<file path="config.mk">
export PLATFORM = sky130hd
export DESIGN_NAME = mod_counter
export DESIGN_NICKNAME = d
export VERILOG_FILES = /design/src/rtl/counter_pkg.sv /design/src/rtl/tick_prescaler.sv /design/src/rtl/mod_counter.sv
export SDC_FILE = /design/constraint.sdc
export NUM_CORES = 1
export LEC_CHECK = 0
export ABC_CLOCK_PERIOD_IN_PS = 3900
export BUFFER_PORTS_ARGS = -buffer_cell sky130_fd_sc_hd__buf_2
export CAP_MARGIN = 30
export CORE_UTILIZATION = 44
export CTS_BUF_LIST = sky130_fd_sc_hd__clkbuf_8
export CTS_CLUSTER_DIAMETER = 50
export DETAILED_ROUTE_END_ITERATION = 16
export PLACE_DENSITY = 0.72
export REMOVE_ABC_BUFFERS = 1
export SYNTH_ARGS = -nofsm -noshare
export SYNTH_HDL_FRONTEND = slang
export SYNTH_SLANG_ARGS = --single-unit
</file>
<file path="constraint.sdc">
create_clock -name clk -period 3.9 [get_ports clk]
set_input_delay 0.39 -clock clk [delete_from_list [all_inputs] [get_ports clk]]
set_output_delay 0.39 -clock clk [all_outputs]
set_load 0.01 [all_outputs]
</file>
<file path="src/rtl/counter_pkg.sv">
// Shared constants and helpers for the parametrised counter and its prescaler.
package counter_pkg;

  localparam logic DIR_UP   = 1'b1;
  localparam logic DIR_DOWN = 1'b0;

  localparam logic MODE_WRAP = 1'b0;
  localparam logic MODE_SAT  = 1'b1;

  localparam int unsigned DEF_WIDTH     = 6;
  localparam int unsigned DEF_MAX_COUNT = 63;

  // Ceiling log2; returns 0 for v <= 1.
  function automatic int unsigned clog2(input int unsigned v);
    int unsigned r;
    r = 0;
    while ((64'(1) << r) < 64'(v)) r++;
    return r;
  endfunction

endpackage

</file>
<file path="src/rtl/tick_prescaler.sv">
// Divides enabled clock cycles into one tick per PRESCALE cycles; phase holds while en=0.
module tick_prescaler
  import counter_pkg::*;
#(
  parameter int unsigned PRESCALE = 1
) (
  input  logic clk,
  input  logic rst,
  input  logic en,
  input  logic sync_clr,
  output logic tick
);

  localparam int unsigned PW = (clog2(PRESCALE) == 0) ? 1 : clog2(PRESCALE);
  localparam logic [PW-1:0] LAST = PW'(PRESCALE - 1);

  if (PRESCALE < 1) begin : g_bad_prescale
    $error("tick_prescaler: PRESCALE must be >= 1");
  end

  logic [PW-1:0] phase;

  assign tick = en & ~sync_clr & (phase == LAST);

  always_ff @(posedge clk or posedge rst) begin
    if (rst) begin
      phase <= '0;
    end else if (sync_clr) begin
      phase <= '0;
    end else if (en) begin
      phase <= (phase == LAST) ? '0 : phase + PW'(1);
    end
  end

endmodule

</file>
<file path="src/rtl/mod_counter.sv">
// Parametrised up/down counter with prescale, wrap/saturate, load, compare and sticky boundary flag.
module mod_counter
  import counter_pkg::*;
#(
  parameter int unsigned WIDTH     = DEF_WIDTH,
  parameter int unsigned MAX_COUNT = DEF_MAX_COUNT,
  parameter int unsigned PRESCALE  = 1,
  parameter bit          SATURATE  = MODE_WRAP
) (
  input  logic             clk,
  input  logic             rst,
  input  logic             clr,
  input  logic             en,
  input  logic             up_dn,
  input  logic             load,
  input  logic [WIDTH-1:0] load_val,
  input  logic [WIDTH-1:0] cmp_val,
  input  logic             ovf_clr,
  output logic [WIDTH-1:0] count,
  output logic             tc,
  output logic             match,
  output logic             ovf
);

  localparam logic [WIDTH-1:0] MAX_V = WIDTH'(MAX_COUNT);

  if (64'(MAX_COUNT) > ((64'(1) << WIDTH) - 64'(1))) begin : g_bad_max
    $error("mod_counter: MAX_COUNT does not fit in WIDTH bits");
  end

  logic             tick;
  logic             at_max;
  logic             at_zero;
  logic             boundary;
  logic [WIDTH-1:0] count_nxt;
  logic [WIDTH-1:0] load_clamped;

  tick_prescaler #(
    .PRESCALE (PRESCALE)
  ) u_prescaler (
    .clk      (clk),
    .rst      (rst),
    .en       (en),
    .sync_clr (clr | load),
    .tick     (tick)
  );

  assign at_max       = (count == MAX_V);
  assign at_zero      = (count == '0);
  assign load_clamped = (load_val > MAX_V) ? MAX_V : load_val;
  assign match        = (count == cmp_val);

  // Bounds are tested before stepping, so the arithmetic never leaves 0..MAX_COUNT.
  always_comb begin
    count_nxt = count;
    boundary  = 1'b0;
    if (tick) begin
      if (up_dn == DIR_UP) begin
        if (at_max) begin
          boundary  = 1'b1;
          count_nxt = (SATURATE == MODE_SAT) ? count : '0;
        end else begin
          count_nxt = count + WIDTH'(1);
        end
      end else begin
        if (at_zero) begin
          boundary  = 1'b1;
          count_nxt = (SATURATE == MODE_SAT) ? count : MAX_V;
        end else begin
          count_nxt = count - WIDTH'(1);
        end
      end
    end
  end

  always_ff @(posedge clk or posedge rst) begin
    if (rst) begin
      count <= '0;
      tc    <= 1'b0;
      ovf   <= 1'b0;
    end else if (clr) begin
      count <= '0;
      tc    <= 1'b0;
      ovf   <= 1'b0;
    end else if (load) begin
      count <= load_clamped;
      tc    <= 1'b0;
      ovf   <= ovf & ~ovf_clr;
    end else begin
      count <= count_nxt;
      tc    <= boundary;
      ovf   <= boundary | (ovf & ~ovf_clr);
    end
  end

endmodule

</file>
==> flow_summary.yaml, run 1 <==
die:
  die_h_um: 44.09
  ios: 28
  die-area_sq_mm: 0.001944
  die_x_um: 44.09
  start_util: 0.4944
  core_area_sq_mm: 0.001577
  num_rows: 14
clock_tree:
  cts_root_buf: "clkbuf_8"
  ctsHoldBuffers: 0
  cts_tree: "done"
  h-tree-depth: 1
  cts_setup_buffers: 0
  clock-sinks: 8
  cts_resized: 0
  clk_latency_ns: 0.23
  cts_buffers: 3
  clock_path_buffers: 2
  clkTransAtPathRegs_ns: 0.04
setup_path:
  cp.arrival_ns: 2.02
  r2r_end: "count[3]"
  slowest_stage: "dfrtp_1"
  path_buf_inv: 0
  cp_cell_sequence: "or3_4, o2111a_1, a2111o_1, a221oi_2"
  critPathCaptureType: "flip-flop"
  slowest_delay_ns: 0.50
  worstReg2RegStart: "count[2]"
  critPathLaunchType: "flip-flop"
  regToRegSetupSlack_ns: 2.02
  cp.required_ns: 4.03
  crit_family: "compound AO/OA/AOI/OAI gates"
  reg2reg_depth: 4
  crit_path_max_fanout: 12
  cp.depth: 4
  crit_end: "count[3]"
  worstSetupStartpoint: "count[2]"
  path_class: "flip-flop to flip-flop"
global_routing:
  grt_max_degree: 14
  grt_overflow_total: 0
  grt_antenna_before_repair: 0
  grt_pass1_wl_um: 2835
  grt_pass1_vias: 623
  grt_usage: 0.2019
synth:
  postSynthAreaPerCell_sq_um: 8.382
  synthCells: 93
  synth_warnings: 0
  syn_area_sq_um: 779.5
  synth-edff-count: 0
  synth-main-ff-cell: "dfrtp_1"
  synth-seq-area-share: 0.2568
  synth-seq-cells: 8
  synthDistinctLibCells: 35
  async_reset_ff_frac: 1.000
route:
  drtPass1Iterations: 6
  antenna_left: 0
  vias: 732
  wl_per_cell_um: 13.15
  drtIter0Drc: 23
  route.detailed.drc: 0
  wl_um: 1710
  viasPerCell: 5.631
sta:
  setup_viol: 0
  tns_ns: 0
  fin_crit_sh: 0.4833
  fin_crit_ns: 1.885
  fin_skew_ns: 0.003591
  relSlewSlack: 0.7549
  worstMarginPinSlew_ns: 0.3677
  slew_viol_final: 0
  fmax_ghz: 0.5306
  grt_setup_unrepaired: "no"
  finalHoldViolCount: 0
  fin_ws_ns: 2.015
  whs_ns: 0.1033
cells_and_area:
  diodes: 0
  area_growth_pct: 17.01
  drive_gt1_frac: 0.2895
  ff_latch_area_sq_um: 200.2
  fin_nets: 138
  n_fill_cell: 146
  multiInputGateArea_sq_um: 467.9
placement:
  gp_congestion: 0.7682
  io_buffer_count: 27
  dp_slack_ns: 2.022
  dpl.hpwl_um: 1306
power_and_ir_drop:
  p_leak_nw: 0.4461
  seqPwrFrac: 0.370
  power_density_mw_per_mm2: 303.1
  switching_share: 0.2983
  p_sw_mw: 0.08248
  p_int_mw: 0.1940
  p_clk_frac: 0.353
  ir_worst_vdd_mv: 0.1968
  pwr-share-comb: 0.277
run:
  cap_violations: 0
status:
  status: "complete, no violations"
worst_hold_path:
  hp-class: "input port to async pin"
metal layers:
| layer | track usage | wire [um] | vias to the layer above |
|---|---|---|---|
| met4 | 0.09091 | 9 | 0 |
| li1 | - | - | 372 |
| met1 | 0.2802 | 808 | 329 |
| met3 | 0.04898 | 113 | 2 |
| met2 | 0.2971 | 779 | 29 |
| met5 | 0 | 0 | - |
registers in the layout, summed over array words and instances (netlist names):
name	count
count	6
ovf	1
tc	1
metrics by stage:
| stage | instances | util | total power, mW | instance area (sq um) |
|---|---|---|---|---|
| finish | 130 | 0.5786 | 0.2765 | 912.1 |
| global route | 130 | 0.5786 | 0.2975 | 912.1 |
| CTS | 130 | 0.5786 | 0.2805 | 912.1 |
| detailed placement | 127 | 0.5524 | 0.1796 | 870.8 |
| global placement | 127 | 0.5524 | 0.1779 | 870.8 |
| floorplan | 84 | - | 0.1505 | 715.7 |
layout by cell type, fill, tap and decap left out, types with 3 or more instances in the layout:
cell / Yosys / routed
a21oi_1: 8 / 8
buf_2: 3 / 27
clkbuf_8: 0 / 3
dfrtp_1: 8 / 8
ha_1: 3 / 3
inv_1: 7 / 7
nand2_1: 5 / 5
nand3_1: 4 / 4
nor2_1: 5 / 5
nor3_1: 4 / 4
o21ai_0: 3 / 3
xnor2_1: 6 / 6
xor2_1: 4 / 4
worst min path at each step:
| stage | startpoint | end | depth (start not counted) |
|---|---|---|---|
| 4_1_cts | rst | ovf | 2 |
| 2_1_floorplan | rst | count[0] | 1 |
| 6_report | rst | ovf | 2 |
| 5_1_grt | rst | ovf | 2 |
| 3_5_place_dp | rst | ovf | 2 |
| 3_3_place_gp | rst | ovf | 2 |
power by group through the flow:
stage,logic (mW),clock network (mW),registers (mW)
floorplan,0.0478,0,0.103
global placement,0.0757,0,0.102
global route,0.0851,0.109,0.104
finish,0.0765,0.0976,0.102
CTS,0.0770,0.101,0.102
detailed placement,0.0765,0,0.103
area by class of cell:
class                      instances  area share
sequential                         8      0.2195
multi-input combinational         67      0.5130
clock buffer                       3     0.04527
timing repair buffer              27      0.1481
inverter                           9     0.05213
tap                               16     0.02195
synth_stat cells, drive strengths merged, types with 2 or more instances:
library cell / n / area [sq um]
buf: 9 / 63.80
a21oi: 8 / 40.04
dfrtp: 8 / 200.2
inv: 7 / 26.28
xnor2: 6 / 52.55
nand2: 5 / 18.77
nor2: 5 / 18.77
o21ai: 5 / 25.02
nand3: 4 / 20.02
nor3: 4 / 20.02
xor2: 4 / 35.03
a221oi: 3 / 32.53
ha: 3 / 37.54
nand2b: 2 / 12.51
nand4: 2 / 12.51
nor3b: 2 / 15.01
o221ai: 2 / 17.52
o31ai: 2 / 15.01
logic make-up after synthesis:
family	Yosys count	synth area share
fa+ha+maj	3	0.04816
flops	8	0.2568
mux	2	0.02729
buf+inv	18	0.1428
xor+xnor	10	0.1124
simple gates	27	0.1830
compound gates	25	0.2295
No activity file was read; power rests on OpenSTA's default activity.
==> inputs of run 2 (changes only) <==
--- a/config.mk
+++ b/config.mk
@@ -5,7 +5,7 @@
 export SDC_FILE = /design/constraint.sdc
 export NUM_CORES = 1
 export LEC_CHECK = 0
-export ABC_CLOCK_PERIOD_IN_PS = 3900
+export ABC_CLOCK_PERIOD_IN_PS = 1900
 export BUFFER_PORTS_ARGS = -buffer_cell sky130_fd_sc_hd__buf_2
 export CAP_MARGIN = 30
 export CORE_UTILIZATION = 44
==> constraint.sdc (replaced) <==
create_clock -name clk -period 1.9 [get_ports clk]
set_input_delay 0.19 -clock clk [delete_from_list [all_inputs] [get_ports clk]]
set_output_delay 0.19 -clock clk [all_outputs]
set_load 0.01 [all_outputs]
==> run 2 against run 1 <==
Compared with the run above:
- the run now ends with design-rule violations left
- setup slack got worse by 1.9 ns
- critical path depth did not move
- design area rose by 6.2%
- clock-buffer cell count did not move
- critical path type unchanged
- critical endpoint unchanged
==> flow_summary.yaml, run 2 (synthesis gave the netlist of run 1 again) <==
sta:
  fin_skew_ns: 0.003959
  fin_crit_sh: 0.9591
  fmax_ghz: 0.5488
  finalHoldViolCount: 0
  setup_viol: 0
  relSlewSlack: 0.7906
  fin_crit_ns: 1.822
  slew_viol_final: 0
  grt_setup_unrepaired: "no"
  tns_ns: 0
  worstMarginPinSlew_ns: 0.3138
cells_and_area:
  fin_nets: 145
  reg.largest.list: "count (6), ovf (1), tc (1)"
  area_growth_pct: 24.24
  diodes: 0
  fin_cells: 137
  final_cell_mix: "buf_2 (27), a21oi_1 (8), dfrtp_1 (7)"
  largest_reg_flops: 6
  drive_gt1_frac: 0.3388
  n_fill_cell: 153
  mostFrequentLayoutCell: "buf_2"
  regMostFlops: "count"
die:
  die-area_sq_mm: 0.001944
  die_h_um: 44.09
  ios: 28
  num_rows: 14
  die_x_um: 44.09
  core_area_sq_mm: 0.001577
  start_util: 0.4944
route:
  drtPass1Iterations: 13
  viasPerCell: 5.839
  antenna_left: 0
  vias: 800
  drtIter0Drc: 17
  route.detailed.drc: 2
  wl_per_cell_um: 14.19
  wl_um: 1944
power_and_ir_drop:
  p_leak_nw: 0.4796
  pwr-share-comb: 0.329
  p_clk_frac: 0.348
  power_density_mw_per_mm2: 614.7
  p_int_mw: 0.4134
  p_sw_mw: 0.1818
  ir_worst_vdd_mv: 0.3923
  switching_share: 0.3054
  totalPowerFinal_mw: 0.5953
  seqPwrFrac: 0.323
setup_path:
  slowest_stage: "or4_1"
  cp.required_ns: 2.04
  crit_path_max_fanout: 6
  critPathCaptureType: "flip-flop"
  cp_cell_sequence: "or4_1, o2111a_1, a2111o_1, a221oi_2"
  path_class: "flip-flop to flip-flop"
  cp.arrival_ns: 1.96
  slowest_delay_ns: 0.53
  critPathLaunchType: "flip-flop"
global_routing:
  grt_usage: 0.2329
  grt_pass1_wl_um: 3256
  grt_antenna_before_repair: 0
  grt_max_degree: 14
  grt_overflow_total: 0
  grt_pass1_vias: 756
clock_tree:
  h-tree-depth: 1
  cts_buffers: 3
  clkTransAtPathRegs_ns: 0.04
  cts_root_buf: "clkbuf_8"
  cts_setup_buffers: 0
  clk_latency_ns: 0.23
  clock-sinks: 8
  clock_path_buffers: 2
  cts_tree: "done"
worst_hold_path:
  hp-class: "input port to flip-flop"
status:
  violations: "design-rule violations"
  status: "complete, but fails checks"
placement:
  dpl.hpwl_um: 1463
  io_buffer_count: 27
  gp_congestion: 0.8527
  placed_cells: 133
run:
  cap_violations: 0
## run 2: cell types whose count changed in the layout (fill, tap and decap cells not counted)
cell,delta
inv_1,-1
buf_4,+6
dfrtp_1,-1
dfrtp_2,+1
inv_2,+1
dlygate4sd3_1,+1
## run 2: per-layer routing
layer	global-route usage	share of wire	up-vias
li1	-	-	387
met1	0.2687	0.43	366
met2	0.3735	0.47	36
met3	0.06122	0.060	11
met4	0.1636	0.045	0
met5	0	0	-
## run 2: final cells by class
type / count / area, sq um / share of cell area
Inverter: 9 / 47.55 / 0.04910
Sequential cell: 8 / 201.4 / 0.2080
Tap cell: 16 / 20.02 / 0.02067
Timing Repair Buffer: 34 / 190.2 / 0.1964
Clock buffer: 3 / 41.29 / 0.04264
Multi-Input combinational cell: 67 / 467.9 / 0.4832
## run 2: repair_timing
item,in CTS,in global routing
setup endpoints to repair,0,1
gates resized for setup,0,2
hold buffers,1,0
endpoints found under the hold margin,8,0
## run 2: worst paths after layout
| path | start | end | slack, ns | cells after the start |
|---|---|---|---|---|
| worst max-delay path | count[0] | count[3] | 0.08 | 4 |
| worst min-delay path | load_val[0] | count[0] | 0.21 | 3 |
| worst max register to register | count[0] | count[3] | 0.08 | 4 |
| worst min register to register | ovf | ovf | 0.63 | 2 |
| max in group asynchronous | rst | count[0] | 1.18 | 3 |
| min in group asynchronous | rst | count[1] | 0.46 | 3 |
## run 2: per-stage QoR
step	area [sq um]	hold WS, ns	setup slack [ns]	util
2_1_floorplan	715.7	0.005658	0.07174	-
3_3_place_gp	915.9	0.1474	0.1467	0.5810
3_5_place_dp	915.9	0.1556	0.07482	0.5810
4_1_cts	967.2	0.2097	0.06902	0.6135
5_1_grt	968.4	0.2136	0.001773	0.6143
6_report	968.4	0.2093	0.07775	0.6143
## run 2: power by group through the flow
stage / clock [mW] / combinational [mW] / sequential (mW)
floorplan: 0 / 0.0981 / 0.211
global placement: 0 / 0.188 / 0.193
detailed placement: 0 / 0.192 / 0.194
CTS: 0.212 / 0.197 / 0.192
global route: 0.221 / 0.217 / 0.194
finish: 0.207 / 0.196 / 0.192
## run 2: critical path: cells and delay by family, from the launching register on
family          cells  cell delay, ns
simple gates        1            0.53
compound gates      3            0.77
flops               1            0.43
==> inputs of run 3 (changes only) <==
--- a/config.mk
+++ b/config.mk
@@ -12,7 +12,7 @@
 export CTS_BUF_LIST = sky130_fd_sc_hd__clkbuf_8
 export CTS_CLUSTER_DIAMETER = 50
 export DETAILED_ROUTE_END_ITERATION = 16
-export PLACE_DENSITY = 0.72
+export PLACE_DENSITY = 0.7
 export REMOVE_ABC_BUFFERS = 1
 export SYNTH_ARGS = -nofsm -noshare
 export SYNTH_HDL_FRONTEND = slang
==> run 3 against run 2 <==
Compared with the run above:
- the flow still finishes with violations (design-rule violations)
- core utilization is 0.079 points lower
- first-iteration DRC count down 12%
- combinational power about the same
- worst hold slack got worse by 0.0064 ns
- via count decreased by 3.3%
- register-to-register slack gained 0.05 ns
- die area unchanged
- clock-buffer cell count did not move
- sequential share of layout area down 0.10 points
- critical path depth unchanged
==> flow_summary.yaml, run 3 (synthesis gave the netlist of run 1 again) <==
setup_path:
  cp.arrival_ns: 1.91
  crit_family: "compound AO/OA/AOI/OAI gates"
  critPathCaptureType: "flip-flop"
  cp_cell_sequence: "or3_4, o2111a_1, a2111o_1, a221oi_2"
  reg2reg_depth: 4
  slowest_delay_ns: 0.42
  slowest_stage: "dfrtp_1"
  cp.required_ns: 2.03
  crit_path_max_fanout: 6
  path_class: "flip-flop to flip-flop"
  r2r_end: "count[3]"
  regToRegSetupSlack_ns: 0.13
  worstReg2RegStart: "count[2]"
  critPathLaunchType: "flip-flop"
  path_buf_inv: 0
route:
  drtPass1Iterations: 12
  antenna_left: 0
  vias: 774
  wl_um: 1852
  drtIter0Drc: 15
  viasPerCell: 5.650
  wl_per_cell_um: 13.52
  route.detailed.drc: 2
cells_and_area:
  largest_reg_flops: 6
  reg.largest.list: "count (6), ovf (1), tc (1)"
  mostFrequentLayoutCell: "buf_2"
  n_fill_cell: 139
  fin_nets: 145
  area_growth_pct: 24.08
  final_cell_mix: "buf_2 (27), a21oi_1 (8), dfrtp_1 (8), inv_1 (7)"
  regMostFlops: "count"
  diodes: 0
  stdcell_area_sq_um: 967.2
  drive_gt1_frac: 0.3223
sta:
  fin_crit_sh: 0.9338
  fmax_ghz: 0.5636
  worstMarginPinSlew_ns: 0.3096
  fin_crit_ns: 1.774
  grt_setup_unrepaired: "no"
  fin_skew_ns: 0.001116
  relSlewSlack: 0.7920
  finalHoldViolCount: 0
  slew_viol_final: 0
  setup_viol: 0
  tns_ns: 0
global_routing:
  grt_pass1_vias: 729
  grt_antenna_before_repair: 0
  grt_pass1_wl_um: 3222
  grt_usage: 0.2248
  grt_max_degree: 14
  grt_overflow_total: 0
power_and_ir_drop:
  p_leak_nw: 0.4813
  power_density_mw_per_mm2: 608.5
  ir_worst_vdd_mv: 0.4964
  totalPowerFinal_mw: 0.5886
die:
  die_h_um: 44.09
  core_area_sq_mm: 0.001577
  start_util: 0.4944
  num_rows: 14
  ios: 28
  die-area_sq_mm: 0.001944
  die_x_um: 44.09
clock_tree:
  cts_root_buf: "clkbuf_8"
  clock_path_buffers: 2
  clock-sinks: 8
  cts_buffers: 3
  clk_latency_ns: 0.22
  cts_tree: "done"
  cts_setup_buffers: 0
  h-tree-depth: 1
  clkTransAtPathRegs_ns: 0.04
status:
  status: "complete, but fails checks"
  violations: "design-rule violations"
worst_hold_path:
  holdPathEnd: "count[0]"
  hp-class: "input port to flip-flop"
  min_delay_path_depth: 3
  min_from: "load_val[0]"
placement:
  io_buffer_count: 27
  placed_area_sq_um: 915.9
  gp_congestion: 0.8789
  dpl.hpwl_um: 1418
run:
  cap_violations: 0
-- run 3: repair_timing --
| action | CTS | global route |
|---|---|---|
| hold endpoints to repair | 8 | 0 |
| gates resized for setup | 0 | 0 |
| hold buffers | 1 | 0 |
-- run 3: cell type report --
| cell class | count | area, sq um | share of cell area |
|---|---|---|---|
| well taps | 16 | 20.02 | 0.02070 |
| flip-flops and latches | 8 | 200.2 | 0.2070 |
| multi-input cells | 67 | 467.9 | 0.4838 |
| clock buffers | 3 | 41.29 | 0.04269 |
| repair buffers | 34 | 190.2 | 0.1966 |
| inverters | 9 | 47.55 | 0.04916 |
-- run 3: metal layers --
layer  wire, um  track usage  up-vias
li1           -            -      388
met1        876       0.3143      350
met2        849       0.3618       36
met3        126      0.05306        0
met4          0      0.03636        0
met5          0            0        -
-- run 3: tightest hold or removal path: cells and delay by family --
kind / cells / cell delay, ns
simple gates: 1 / 0.05
buf+inv: 1 / 0.09
compound gates: 1 / 0.05
-- run 3: per-stage QoR --
step | setup slack (ns) | hold slack [ns] | cells | util
final | 0.1257 | 0.2030 | 137 | 0.6135
after detailed placement | 0.1270 | 0.1467 | 133 | 0.5810
after global placement | 0.1688 | 0.1461 | 133 | 0.5810
after floorplan | 0.07174 | 0.005658 | 84 | -
after CTS | 0.1171 | 0.2080 | 137 | 0.6135
after global routing | 0.04240 | 0.2196 | 137 | 0.6135
-- run 3: where the power goes --
part           internal, mW  switching, mW
registers             0.181         0.0101
logic                0.0942          0.102
clock network         0.137         0.0641
-- run 3: how the worst max path moves through the flow --
stage | start | endpoint | slack [ns] | depth (start not counted)
5_1_grt | count[2] | count[3] | 0.04 | 4
3_5_place_dp | count[2] | count[3] | 0.13 | 4
3_3_place_gp | count[2] | count[3] | 0.17 | 4
2_1_floorplan | count[2] | count[3] | 0.07 | 4
4_1_cts | count[2] | count[3] | 0.12 | 4
6_report | count[2] | count[3] | 0.13 | 4
